[src/rtl/reg_file_2x32_wr_ctrl.sv]
// Two-entry register file with a two-phase write (accept, then commit)
// and a registered read select for a downstream 2:1 mux.
module reg_file_2x32_wr_ctrl #(
    parameter int width = 32
) (
    input  logic             CLK,
    input  logic             RESET,
    input  logic             wr_valid,
    output logic             wr_ready,
    input  logic             wr_addr,
    input  logic [width-1:0] wr_data,
    input  logic             rd_req,
    output logic             rd_ready,
    input  logic             rd_addr,
    output logic [width-1:0] reg0_O,
    output logic [width-1:0] reg1_O,
    output logic             S,
    output logic             rd_valid,
    output logic [7:0]       wr_count
);

    typedef enum logic {
        IDLE   = 1'b0,
        COMMIT = 1'b1
    } state_t;

    state_t             state_q, state_d;
    logic               pend_addr_q, pend_addr_d;
    logic [width-1:0]   pend_data_q, pend_data_d;
    logic [width-1:0]   reg0_q, reg0_d;
    logic [width-1:0]   reg1_q, reg1_d;
    logic               s_q, s_d;
    logic               rd_valid_q, rd_valid_d;
    logic [7:0]         wr_count_q, wr_count_d;

    // Next-state, handshakes and commit logic; a read of the register
    // being committed is held off so it observes the new value.
    always_comb begin
        state_d     = state_q;
        pend_addr_d = pend_addr_q;
        pend_data_d = pend_data_q;
        reg0_d      = reg0_q;
        reg1_d      = reg1_q;
        s_d         = s_q;
        wr_count_d  = wr_count_q;

        wr_ready   = (state_q == IDLE);
        rd_ready   = !((state_q == COMMIT) && (rd_addr == pend_addr_q));
        rd_valid_d = rd_req && rd_ready;

        if (rd_valid_d) begin
            s_d = rd_addr;
        end

        unique case (state_q)
            IDLE: begin
                if (wr_valid) begin
                    pend_addr_d = wr_addr;
                    pend_data_d = wr_data;
                    state_d     = COMMIT;
                end
            end
            COMMIT: begin
                if (pend_addr_q) begin
                    reg1_d = pend_data_q;
                end else begin
                    reg0_d = pend_data_q;
                end
                wr_count_d = wr_count_q + 8'd1;
                state_d    = IDLE;
            end
        endcase
    end

    // State and data registers; reset wins over any handshake.
    always_ff @(posedge CLK) begin
        if (RESET) begin
            state_q     <= IDLE;
            pend_addr_q <= 1'b0;
            pend_data_q <= '0;
            reg0_q      <= '0;
            reg1_q      <= '0;
            s_q         <= 1'b0;
            rd_valid_q  <= 1'b0;
            wr_count_q  <= 8'd0;
        end else begin
            state_q     <= state_d;
            pend_addr_q <= pend_addr_d;
            pend_data_q <= pend_data_d;
            reg0_q      <= reg0_d;
            reg1_q      <= reg1_d;
            s_q         <= s_d;
            rd_valid_q  <= rd_valid_d;
            wr_count_q  <= wr_count_d;
        end
    end

    assign reg0_O   = reg0_q;
    assign reg1_O   = reg1_q;
    assign S        = s_q;
    assign rd_valid = rd_valid_q;
    assign wr_count = wr_count_q;

endmodule

[config.mk]
export PLATFORM = sky130hd
export DESIGN_NAME = reg_file_2x32_wr_ctrl
export DESIGN_NICKNAME = d
export VERILOG_FILES = /design/src/rtl/reg_file_2x32_wr_ctrl.sv
export SDC_FILE = /design/constraint.sdc
export NUM_CORES = 1
export LEC_CHECK = 0
export ABC_AREA = 1
export BUFFER_PORTS_ARGS = -buffer_cell sky130_fd_sc_hd__clkbuf_2
export CORE_ASPECT_RATIO = 2
export CORE_MARGIN = 2
export CORE_UTILIZATION = 40
export CTS_BUF_LIST = sky130_fd_sc_hd__clkbuf_8
export DETAILED_ROUTE_END_ITERATION = 6
export GPL_ROUTABILITY_DRIVEN = 0
export PLACE_DENSITY_LB_ADDON = 0.05
export SLEW_MARGIN = 30
export SYNTH_ARGS = -nofsm -noshare
export SYNTH_HDL_FRONTEND = slang
export SYNTH_SLANG_ARGS = --single-unit
[constraint.sdc]
create_clock -name CLK -period 3.5 [get_ports CLK]
set_clock_uncertainty 0.15 [all_clocks]
set_input_delay 0.35 -clock CLK [delete_from_list [all_inputs] [get_ports CLK]]
set_output_delay 0.35 -clock CLK [all_outputs]
set_load 0.02 [all_outputs]
After elaboration in Yosys (flattened, before gate mapping)

Index checks and enable logic that the tools add are counted.

Flip-flop bits (word level): 108
Bits of input ports: 38
Output and inout port bits: 76

Add/sub/neg operators: 1
Equality and inequality tests: 1
Mux-type cells: 2
Bitwise logic cells: 2
Reduce and logical (&&, ||, !) cells: 6

Operators with widths:

| operator              | number |
|---|---|
| $add A8 B1 Y8 const B | 1 |
| $reduce_and A2 Y1     | 3 |
| $logic_and A1 B1 Y1   | 2 |
| $not A1 Y1            | 2 |
| $pmux W1 S2           | 1 |
| $eq A1 B1 Y1          | 1 |
| $logic_not A1 Y1      | 1 |
| $mux W1               | 1 |

Logic depth before layout (Yosys ltp)

Depth after elaboration: 4
Mapped depth: 6
Mapped depth without buffers: 6

Least setup slack after synthesis

No wires, ideal clock.

Path type: reg-to-output
Start: reg state_q
End: out rd_ready
Data arrival time: 0.982 ns
Data required time: 3.000 ns
Setup slack: 2.018 ns
Stages on the path, launching flop included: 5
Cells stage by stage: dfxtp_1 inv_4 nor2_8 nand2_1 and2_1

Word-level cells in the longest chain between the ends: 2

RTL lines:

| what                   | RTL line | text |
|---|---|---|
| from (decl)            | 27       | `state_t state_q, state_d;` |
| from (signal assigned) | 87       | `state_q <= state_d;` |
| $logic_and A1 B1 Y1    | 48       | `rd_ready = !((state_q == COMMIT) && (rd_addr == pend_addr_q));` |
| $logic_not A1 Y1       | 48       |  |
| to (decl)              | 13       | `output logic rd_ready,` |

Every way passes these cells.

Final worst setup path

Same ends and word-level chain as after synthesis.

==> out/qor.tcl <==
set qor(run_status) {finished, final reports clean}
set qor(final_cells) 693
set qor(syn_to_final_growth_pct) 19.8
set qor(grt_overflow) 0
set qor(max-cap-violations) 0
set qor(synth_warnings) 0
set qor(netlist_instances) 486
set qor(dieWidth_um) 73.6
set qor(r2r_end) {S$_SDFFE_PP0P_}
set qor(grtUsageTotal_pct) 18.4
set qor(floorplan.core_area_um2) 9380
set qor(cts_setup_buffers) 0
set qor(final.setup.worst_slack_ns) 0.757
set qor(crit_path_cell_chain) {nand2_2 > inv_2 > buf_4 > nand2_1 > and2_1 > clkbuf_2}
set qor(crit_slowest_cell) {sky130_fd_sc_hd__dfxtp_1}
set qor(max_stage_delay_ns) 0.51
set qor(synth_enable_flop_cells) 0
set qor(totalWireLength_um) 9600
set qor(dpl.hpwl_um) 6290
set qor(port_buffers) 113
set qor(pwr_density_cell_nw_per_um2) 531
set qor(max_freq_ghz) 0.365
set qor(wl_met1_um) 3970
set qor(fp.dieArea_um2) 10500
set qor(synth_area_um2) 3870
set qor(ys_dominant_reg_cell) {sky130_fd_sc_hd__dfxtp_1}
set qor(r2r_slack_ns) 1.45
set qor(routed-wl-met2_um) 5120
set qor(clock_insertion_delay_worst_skew_ns) 0.37
set qor(internal_pwr_total_mw) 1.82
set qor(wire_length_of_the_first_global_routing_pass_um) 14800
set qor(clock-root-buffer) {sky130_fd_sc_hd__clkbuf_8}
set qor(rr_worst_depth) 6
set qor(capture_point_of_the_worst_path) {rd_ready}
set qor(std_cell_rows) 50
set qor(detail_route.iter0.violations) 139
set qor(cts_num_sinks) 108
set qor(filler_cell_count) 964
set qor(criticalPathCategory) {flop to output pin}
set qor(route.antenna.remaining_nets) 0
set qor(crit_path_end_kind) {output pin}
set qor(ys_top_cells_by_count) {sky130_fd_sc_hd__nor2_1, sky130_fd_sc_hd__dfxtp_1, sky130_fd_sc_hd__o21ai_0}
set qor(placed_insts) 677
set qor(most_frequently_used_cell_type_in_the_post_synthesis_netlist) {sky130_fd_sc_hd__nor2_1}
set qor(endpoint_required_time_on_the_critical_path_ns) 3.00
set qor(drt_pass1_iterations) 4
set qor(ctsHoldBuffers) 0
set qor(finalCriticalPeriod_ns) 2.74
set qor(initial_core_util_pct) 41.3
set qor(grt_start_max_net_pins) 55
set qor(total_of_flip_flops_plus_latches_after_synthesis) 108
set qor(via_count) 3337
set qor(hold_viol) 0
set qor(worstHoldPathCells) 3
set qor(power_leakage_nw) 2.16
set qor(worstSetupStartpointType) {flop}
set qor(tightest_slew_ns) 0.793
set qor(cp_top_family) {simple AND/OR/NAND/NOR gates}
set qor(cp_num_buf_inv) 3
set qor(critical_path_depth) 6
set qor(finalSetupViolations) 0
set qor(post-synth-top-area-cell) {sky130_fd_sc_hd__dfxtp_1}
set qor(post_synth_num_cell_types) 23
set qor(clockBufferDepth) 2
set qor(most_area_consuming_cells_after_synthesis) {sky130_fd_sc_hd__dfxtp_1, sky130_fd_sc_hd__nor2_1, sky130_fd_sc_hd__o21ai_0, sky130_fd_sc_hd__nor2_2, sky130_fd_sc_hd__o21ai_1}
set qor(number_of_cells_upsized_or_downsized_after_cts) 0
set qor(crit_fanout) 33
set qor(critical_path.startpoint) {state_q$_SDFF_PP0_}
set qor(cts-buffers-inserted) 9
set qor(wl_per_cell_um) 13.8
set qor(power.switching_mw) 0.648
set qor(cp.arrival_ns) 2.24
set qor(h_tree_levels) 3
set qor(timing_max_transition_violations_final) 0
set qor(met3RoutedLength_um) 372
set qor(grt_setup_unrepaired) {false}
set qor(slew-limit-headroom_pct) 47.0
set qor(tritoncts) {built}
set qor(net_count_after_synthesis) 525
set qor(final.period_utilization_pct) 78.4
set qor(synth_top_cell_area_share_pct) 55.8
set qor(hp-class) {input pin to flop}
set qor(ir_drop_mv) 0.292
set qor(die_height_um) 143
set qor(netSwitchingFraction_pct) 26.3
set qor(setup_total_negative_slack_ns) 0
set qor(clk_pin_slew_worst_paths_ns) 0.10
set qor(power_mw) 2.46
set qor(seq_power_share_pct) 54.7
set qor(routed_vias_inst) 4.82
set qor(drc) 0
set qor(antenna_cells_inserted) 0
set qor(combPwrFrac_pct) 11.3
set qor(syn_avg_cell_area_um2) 7.97
set qor(worstReg2RegStart) {state_q$_SDFF_PP0_}
set qor(nets_final) 623
set qor(top_layer_used) {met4}
set qor(antenna_found_initial) 0
set qor(ios) 114
set qor(asyncSetResetFlopFracSynth_pct) 0
set qor(post_route_cells_drive_above_1_share_pct) 26.7
set qor(yosysSeqAreaShare_pct) 55.8
set qor(place_ws_ns) 1.13
set qor(clock_power_share_pct) 34.0
set qor(grt_pass1_vias) 2991
worst reg2reg max path, stage by stage, from the launching register on:
cell and delay [ns]:
sky130_fd_sc_hd__dfxtp_1 0.51, sky130_fd_sc_hd__inv_4 0.11, sky130_fd_sc_hd__nor2_8 0.41, sky130_fd_sc_hd__inv_2 0.45
sky130_fd_sc_hd__nand3_1 0.19, sky130_fd_sc_hd__nand2_1 0.06, sky130_fd_sc_hd__a21oi_1 0.11
metrics by stage:
stage          util, %  instance area [um^2]  hold WS (ns)
5_1_grt           49.5                  4640        0.0561
6_report          49.5                  4640        0.0730
2_1_floorplan        -                  3870         0.272
4_1_cts           49.5                  4640        0.0600
3_3_place_gp      47.1                  4420         0.291
3_5_place_dp      47.1                  4420         0.309
flip-flops by register name, summed over array words and instances (netlist names):
signal,flops
S,1
pend_addr_q,1
pend_data_q,32
rd_valid,1
reg0_O,32
reg1_O,32
state_q,1
wr_count,8
metal layers:
metal | track usage [%] | vias to the layer above
met5 | 0 | -
met4 | 6.32 | 0
met3 | 3.81 | 12
met2 | 32.8 | 84
met1 | 21.2 | 1497
li1 | - | 1744
area by class of cell:
cell class / count / area [um^2] / share of cell area (%)
well taps: 104 / 130 / 2.80
multi-input cells: 337 / 1490 / 32.1
inverters: 12 / 47.5 / 1.02
repair buffers: 116 / 588 / 12.7
clock inverters: 6 / 87.6 / 1.89
flip-flops and latches: 108 / 2160 / 46.6
clock buffers: 10 / 138 / 2.96
cell families after synthesis:
| logic type | after synthesis | share of synthesized area, % |
|---|---|---|
| flops | 108 | 55.8 |
| fa+ha+maj | 1 | 0.323 |
| simple gates | 230 | 24.4 |
| compound gates | 106 | 13.7 |
| buf+inv | 41 | 5.78 |
how the worst min path moves through the flow:
| stage | endpoint | startpoint |
|---|---|---|
| 3_5_place_dp | S$_SDFFE_PP0P_ | S$_SDFFE_PP0P_ |
| 6_report | pend_data_q[27]$_SDFFE_PP0P_ | wr_data[27] |
| 2_1_floorplan | rd_valid$_SDFF_PP0_ | RESET |
| 5_1_grt | pend_data_q[4]$_SDFFE_PP0P_ | wr_data[4] |
| 3_3_place_gp | S$_SDFFE_PP0P_ | S$_SDFFE_PP0P_ |
| 4_1_cts | pend_data_q[4]$_SDFFE_PP0P_ | wr_data[4] |
power by group through the flow:
stage          Sequential, mW  Combinational (mW)  Clock (mW)
3_3_place_gp             1.38               0.282           0
6_report                 1.35               0.279       0.837
3_5_place_dp             1.38               0.284           0
4_1_cts                  1.35               0.285       0.862
2_1_floorplan            1.42               0.147           0
5_1_grt                  1.36               0.314       0.916
layout by cell type, fill, tap and decap left out:
| master | count |
|---|---|
| sky130_fd_sc_hd__dfxtp_1 | 108 |
| sky130_fd_sc_hd__nand2_2 | 1 |
| sky130_fd_sc_hd__nand4_1 | 1 |
| sky130_fd_sc_hd__bufinv_16 | 2 |
| sky130_fd_sc_hd__nor3_1 | 1 |
| sky130_fd_sc_hd__nand3_1 | 6 |
| sky130_fd_sc_hd__a21oi_1 | 6 |
| sky130_fd_sc_hd__o21ai_0 | 86 |
| sky130_fd_sc_hd__clkinv_2 | 2 |
| sky130_fd_sc_hd__clkbuf_8 | 10 |
| sky130_fd_sc_hd__o21ai_1 | 14 |
| sky130_fd_sc_hd__and2_1 | 1 |
| sky130_fd_sc_hd__clkinv_4 | 2 |
| sky130_fd_sc_hd__nand2_1 | 12 |
| sky130_fd_sc_hd__nand2_4 | 1 |
| sky130_fd_sc_hd__nor2_8 | 1 |
| sky130_fd_sc_hd__nor2_1 | 189 |
| sky130_fd_sc_hd__inv_2 | 4 |
| sky130_fd_sc_hd__nor2_2 | 17 |
| sky130_fd_sc_hd__clkbuf_2 | 113 |
| sky130_fd_sc_hd__buf_4 | 3 |
| sky130_fd_sc_hd__ha_1 | 1 |
| sky130_fd_sc_hd__inv_1 | 7 |
| sky130_fd_sc_hd__inv_4 | 1 |
(Power assumes the default switching activity.)
